## src/rtl/ddr_dq_burst.sv

```systemverilog
// DDR2 DQ burst sequencer: places write bursts on d0/d1/oe at WL, captures read
// bursts from o0/o1 at RL, and rejects starts whose bus window is already taken.
module ddr_dq_burst #(
  parameter int BANK_WIDTH   = 16,
  parameter int WL           = 3,
  parameter int RL           = 4,
  parameter int BURST_CYCLES = 2
) (
  input  logic                    clk,
  input  logic                    rst,
  input  logic                    wr_start,
  input  logic                    rd_start,
  input  logic [2*BANK_WIDTH-1:0] wr_data,
  output logic                    wr_data_req,
  output logic [BANK_WIDTH-1:0]   d0,
  output logic [BANK_WIDTH-1:0]   d1,
  output logic                    oe,
  input  logic [BANK_WIDTH-1:0]   o0,
  input  logic [BANK_WIDTH-1:0]   o1,
  output logic [2*BANK_WIDTH-1:0] rd_data,
  output logic                    rd_valid,
  output logic                    cmd_err,
  output logic                    busy
);

  localparam int MAX_LAT = (WL > RL) ? WL : RL;
  localparam int DEPTH   = MAX_LAT + BURST_CYCLES + 1;

  typedef logic [DEPTH-1:0] slot_t;

  function automatic slot_t span(input int lo, input int hi);
    slot_t m;
    for (int k = 0; k < DEPTH; k++) m[k] = (k >= lo) && (k <= hi);
    return m;
  endfunction

  // Bit k of each slot vector stands for the cycle k cycles after the current one.
  // CHK masks are tested against the current state; SET masks are already
  // shifted by one because they land in the next state.
  localparam slot_t WR_CHK = span(WL, WL + BURST_CYCLES - 1);
  localparam slot_t RD_CHK = span(RL - 1, RL + BURST_CYCLES);
  localparam slot_t WR_SET = span(WL - 1, WL + BURST_CYCLES - 2);
  localparam slot_t RD_SET = span(RL - 1, RL + BURST_CYCLES - 2);
  localparam slot_t RD_OCC = span(RL - 2, RL + BURST_CYCLES - 1);
  localparam logic  WR_IMM = (WL == 2);

  slot_t                   wr_slot_q, wr_slot_d;
  slot_t                   rd_slot_q, rd_slot_d;
  slot_t                   occ_q, occ_d;
  logic [BANK_WIDTH-1:0]   d0_q, d0_d, d1_q, d1_d;
  logic                    oe_q, oe_d;
  logic                    req_q, req_d;
  logic [2*BANK_WIDTH-1:0] rd_data_q, rd_data_d;
  logic                    rd_valid_q, rd_valid_d;
  logic                    cmd_err_q, cmd_err_d;
  logic                    busy_q, busy_d;
  logic                    wr_ok, rd_ok, drive_next;

  always_comb begin
    wr_ok = wr_start && ((occ_q & WR_CHK) == '0);
    // A read sharing its cycle with a write is never taken, free or not.
    rd_ok = rd_start && !wr_start && ((occ_q & RD_CHK) == '0);

    wr_slot_d = (wr_slot_q >> 1) | (wr_ok ? WR_SET : '0);
    rd_slot_d = (rd_slot_q >> 1) | (rd_ok ? RD_SET : '0);
    occ_d     = (occ_q >> 1) | (wr_ok ? WR_SET : '0) | (rd_ok ? RD_OCC : '0);

    drive_next = wr_slot_q[1];
    req_d      = wr_slot_q[2] | (wr_ok & WR_IMM);
    d0_d       = drive_next ? wr_data[BANK_WIDTH-1:0] : '0;
    d1_d       = drive_next ? wr_data[2*BANK_WIDTH-1:BANK_WIDTH] : '0;
    // The preamble cycle coincides with the data request cycle.
    oe_d       = !(drive_next || req_d);

    rd_valid_d = rd_slot_q[0];
    rd_data_d  = rd_slot_q[0] ? {o1, o0} : rd_data_q;

    cmd_err_d  = (wr_start && !wr_ok) || (rd_start && !rd_ok);
    busy_d     = |{occ_d, wr_slot_d, rd_slot_d};
  end

  always_ff @(posedge clk or posedge rst) begin
    if (rst) begin
      wr_slot_q  <= '0;
      rd_slot_q  <= '0;
      occ_q      <= '0;
      d0_q       <= '0;
      d1_q       <= '0;
      oe_q       <= 1'b1;
      req_q      <= 1'b0;
      rd_data_q  <= '0;
      rd_valid_q <= 1'b0;
      cmd_err_q  <= 1'b0;
      busy_q     <= 1'b0;
    end else begin
      wr_slot_q  <= wr_slot_d;
      rd_slot_q  <= rd_slot_d;
      occ_q      <= occ_d;
      d0_q       <= d0_d;
      d1_q       <= d1_d;
      oe_q       <= oe_d;
      req_q      <= req_d;
      rd_data_q  <= rd_data_d;
      rd_valid_q <= rd_valid_d;
      cmd_err_q  <= cmd_err_d;
      busy_q     <= busy_d;
    end
  end

  assign wr_data_req = req_q;
  assign d0          = d0_q;
  assign d1          = d1_q;
  assign oe          = oe_q;
  assign rd_data     = rd_data_q;
  assign rd_valid    = rd_valid_q;
  assign cmd_err     = cmd_err_q;
  assign busy        = busy_q;

endmodule
```

## config.mk

```make
export PLATFORM = sky130hd
export DESIGN_NAME = ddr_dq_burst
export DESIGN_NICKNAME = d
export VERILOG_FILES = /design/src/rtl/ddr_dq_burst.sv
export SDC_FILE = /design/constraint.sdc
export NUM_CORES = 1
export LEC_CHECK = 0
export CAP_MARGIN = 20
export CORE_MARGIN = 5
export CORE_UTILIZATION = 45
export CTS_BUF_LIST = sky130_fd_sc_hd__clkbuf_2
export DETAILED_ROUTE_END_ITERATION = 10
export PLACE_DENSITY_LB_ADDON = 0.1
export SKIP_LAST_GASP = 1
export SLEW_MARGIN = 10
export SYNTH_ARGS = -nofsm -noshare
export SYNTH_HDL_FRONTEND = slang
export SYNTH_SLANG_ARGS = --single-unit
export TNS_END_PERCENT = 1
```

## constraint.sdc

```tcl
create_clock -name clk -period 4.74 [get_ports clk]
set_clock_uncertainty 0.2 [all_clocks]
set_input_delay 1.422 -clock clk [delete_from_list [all_inputs] [get_ports clk]]
set_output_delay 1.422 -clock clk [all_outputs]
set_load 0.01 [all_outputs]
```

==> results.yml <==
grt:
  grt_max_degree: 36
  antenna_found_initial: 0
  grt_use_total: 0.155
  grt_first_pass_wirelength_um: 9120
  grt_pass1_vias: 1863
  overflow: 0
power:
  p_leak_nw: 1.96
  vdd_drop_max_mv: 0.364
  p_per_area_mw_per_mm2: 582
  p_total_mw: 2.56
die:
  die-width_um: 89.4
  initial_core_util: 0.454
  dieArea_mm2: 0.00799
  rows: 29
  core-area_mm2: 0.00624
  die-height_um: 89.4
  ios: 137
clocking:
  cts_root_buffer: "clkbuf_2"
  cts_buffer_depth: 2
  cts_tree: "built"
  ctsHoldBuffers: 0
  h-tree-depth: 3
  numCtsBuffers: 9
  cts_resized: 0
  clk_pin_slew_worst_paths_ns: 0.23
  cts.sinks: 79
  cts_setup_buffers: 0
  clk_latency_ns: 0.49
sta:
  setup_slack_ns: 1.06
  hold_viol_final: 0
  setup-tns-final_ns: 0
  setup_viol: 0
  clock.fmax_mhz: 272
  tightest_slew_ns: 0.995
  finalCriticalPeriod_ns: 3.68
  rsz0062_at_grt: "no"
  timing.slew.headroom: 0.337
  fin_crit_sh: 0.776
  finalMaxSlewViolations: 0
worst_setup_path:
  reg2regPathDepth: 1
  path_max_fanout: 35
  cp.required_ns: 3.12
  cp-end-kind: "output pin"
  slowest_stage: "dfrtp_1"
  crit_path_cell_trace: "clkdlybuf4s50_1"
  cp-start-kind: "flop"
  cp_num_buf_inv: 1
  reg2reg_to: "rd_data[18]"
  worst_ep_arrival_time_ns: 2.06
  slowest_delay_ns: 0.89
  critPathTopFamily: "flip-flops"
  critPathKind: "flop to output pin"
  ff2ff_setup_slack_ns: 2.94
  rr_startpoint: "rd_slot_q[0]"
worst_hold_path:
  worstHoldPathCells: 0
  hold_class: "flop to flop"
  hold_start: "rd_slot_q[1]"
  hold_end: "rd_slot_q[0]"
logic_synthesis:
  yosys.cell_types.count: 18
  synthCells: 169
  ys_seq_area_frac: 0.697
  synth.net_count: 237
  syn_avg_cell_area_um2: 16.8
  yosys_register_bits: 79
  synthesis.area_mm2: 0.00284
  ys_warn_count: 0
finish:
  nets: 379
  area_growth_pct: 55.0
  diodes: 0
  fin_cells: 393
  final_util: 0.704
  drive_above_1_share: 0.168
routing:
  drt-initial-drc-count: 46
  routed_wl_um: 6130
  vias: 1802
  ant_nets: 0
  firstDrtPassIters: 4
  vias_per_cell: 4.59
  wire_per_inst_um: 15.6
  drc_errors: 0
placement:
  port_buffers: 136
  dp_cells: 377
  dp_slack_ns: 1.57
  place_congestion: 0.799
  dpl.hpwl_um: 4470
status:
  status: "finished clean"
job:
  maxCapViolCount: 0
[cells in the mapped netlist (all sizes together)]
master	count	area [µm²]
a21oi	2	10.0
nor4	3	18.8
nor2	3	11.3
o21ai	1	5.00
dfstp	1	26.3
inv	2	7.51
mux2	32	473
and2	34	213
o21bai	2	15.0
or2	1	6.26
clkbuf	3	11.3
dfrtp	78	1950
buf	4	71.3
nand2	1	3.75
nand3b	1	7.51
nand3	1	5.00
[sequential cells by signal (all words and copies together) (netlist names)]
signal     cells
busy           1
cmd_err        1
d0            16
d1            16
occ_q          4
oe             1
rd_data       32
rd_slot_q      4
rd_valid       1
wr_slot_q      3
[layout by cell type (no fill, tap or decap)]
cell type | Yosys | final
or2_1 | 1 | 1
nor4_1 | 3 | 3
dfrtp_2 | 0 | 1
clkdlybuf4s50_1 | 0 | 136
nand2_1 | 1 | 1
and2_1 | 34 | 34
dfrtp_1 | 78 | 77
clkbuf_2 | 0 | 9
bufinv_16 | 0 | 3
o21ai_0 | 1 | 1
a21oi_1 | 2 | 2
dfstp_2 | 1 | 1
nand3b_1 | 1 | 1
inv_1 | 2 | 1
clkinv_4 | 0 | 3
clkinv_2 | 0 | 2
mux2_2 | 2 | 2
nand3_1 | 1 | 1
buf_4 | 0 | 2
nor2_1 | 3 | 3
o21bai_1 | 2 | 2
mux2_4 | 30 | 30
[worst max path at each step]
stage,endpoint,cells after the start,slack (ns),start
floorplan,busy,1,1.10,rst
global placement,wr_data_req,1,1.57,wr_slot_q[1]
detailed placement,wr_data_req,1,1.57,wr_slot_q[1]
CTS,wr_data_req,1,0.94,wr_slot_q[1]
global route,wr_data_req,1,0.80,wr_slot_q[1]
finish,wr_data_req,1,1.06,wr_slot_q[1]
[cell type report]
class | count | area, µm²
Clock buffer | 9 | 45.0
Clock inverter | 7 | 121
Fill cell | 478 | 1850
Inverter | 2 | 8.76
Multi-Input combinational cell | 81 | 768
Sequential cell | 79 | 1980
Tap cell | 77 | 96.3
Timing Repair Buffer | 138 | 1380
[logic make-up after synthesis]
family | Yosys count | synth area share
flip-flops | 79 | 0.697
AND/OR/NAND/NOR | 44 | 0.0935
multiplexers | 32 | 0.167
buffers and inverters | 9 | 0.0318
AO/OA/AOI/OAI | 5 | 0.0106
[per-layer routing]
| metal | GRT usage | vias up | share of wire |
|---|---|---|---|
| met3 | 0.0488 | 14 | 0.091 |
| met1 | 0.183 | 875 | 0.38 |
| met4 | 0.0798 | 0 | 0.028 |
| met2 | 0.254 | 71 | 0.50 |
| li1 | - | 842 | - |
| met5 | 0 | - | 0 |
[through the flow]
step / hold WS (ns) / area, µm²
floorplan: 0.154 / 2840
CTS: 0.199 / 4400
detailed placement: 0.162 / 4230
finish: 0.193 / 4400
global placement: 0.157 / 4230
global route: 0.196 / 4400
[power breakdown]
group | switching, mW | internal [mW] | total (mW)
Clock | 0.230 | 0.229 | 0.459
Sequential | 0.180 | 0.923 | 1.10
Combinational | 0.307 | 0.689 | 0.996
Total | 0.716 | 1.84 | 2.56
Power figures use the tool's default switching activity.
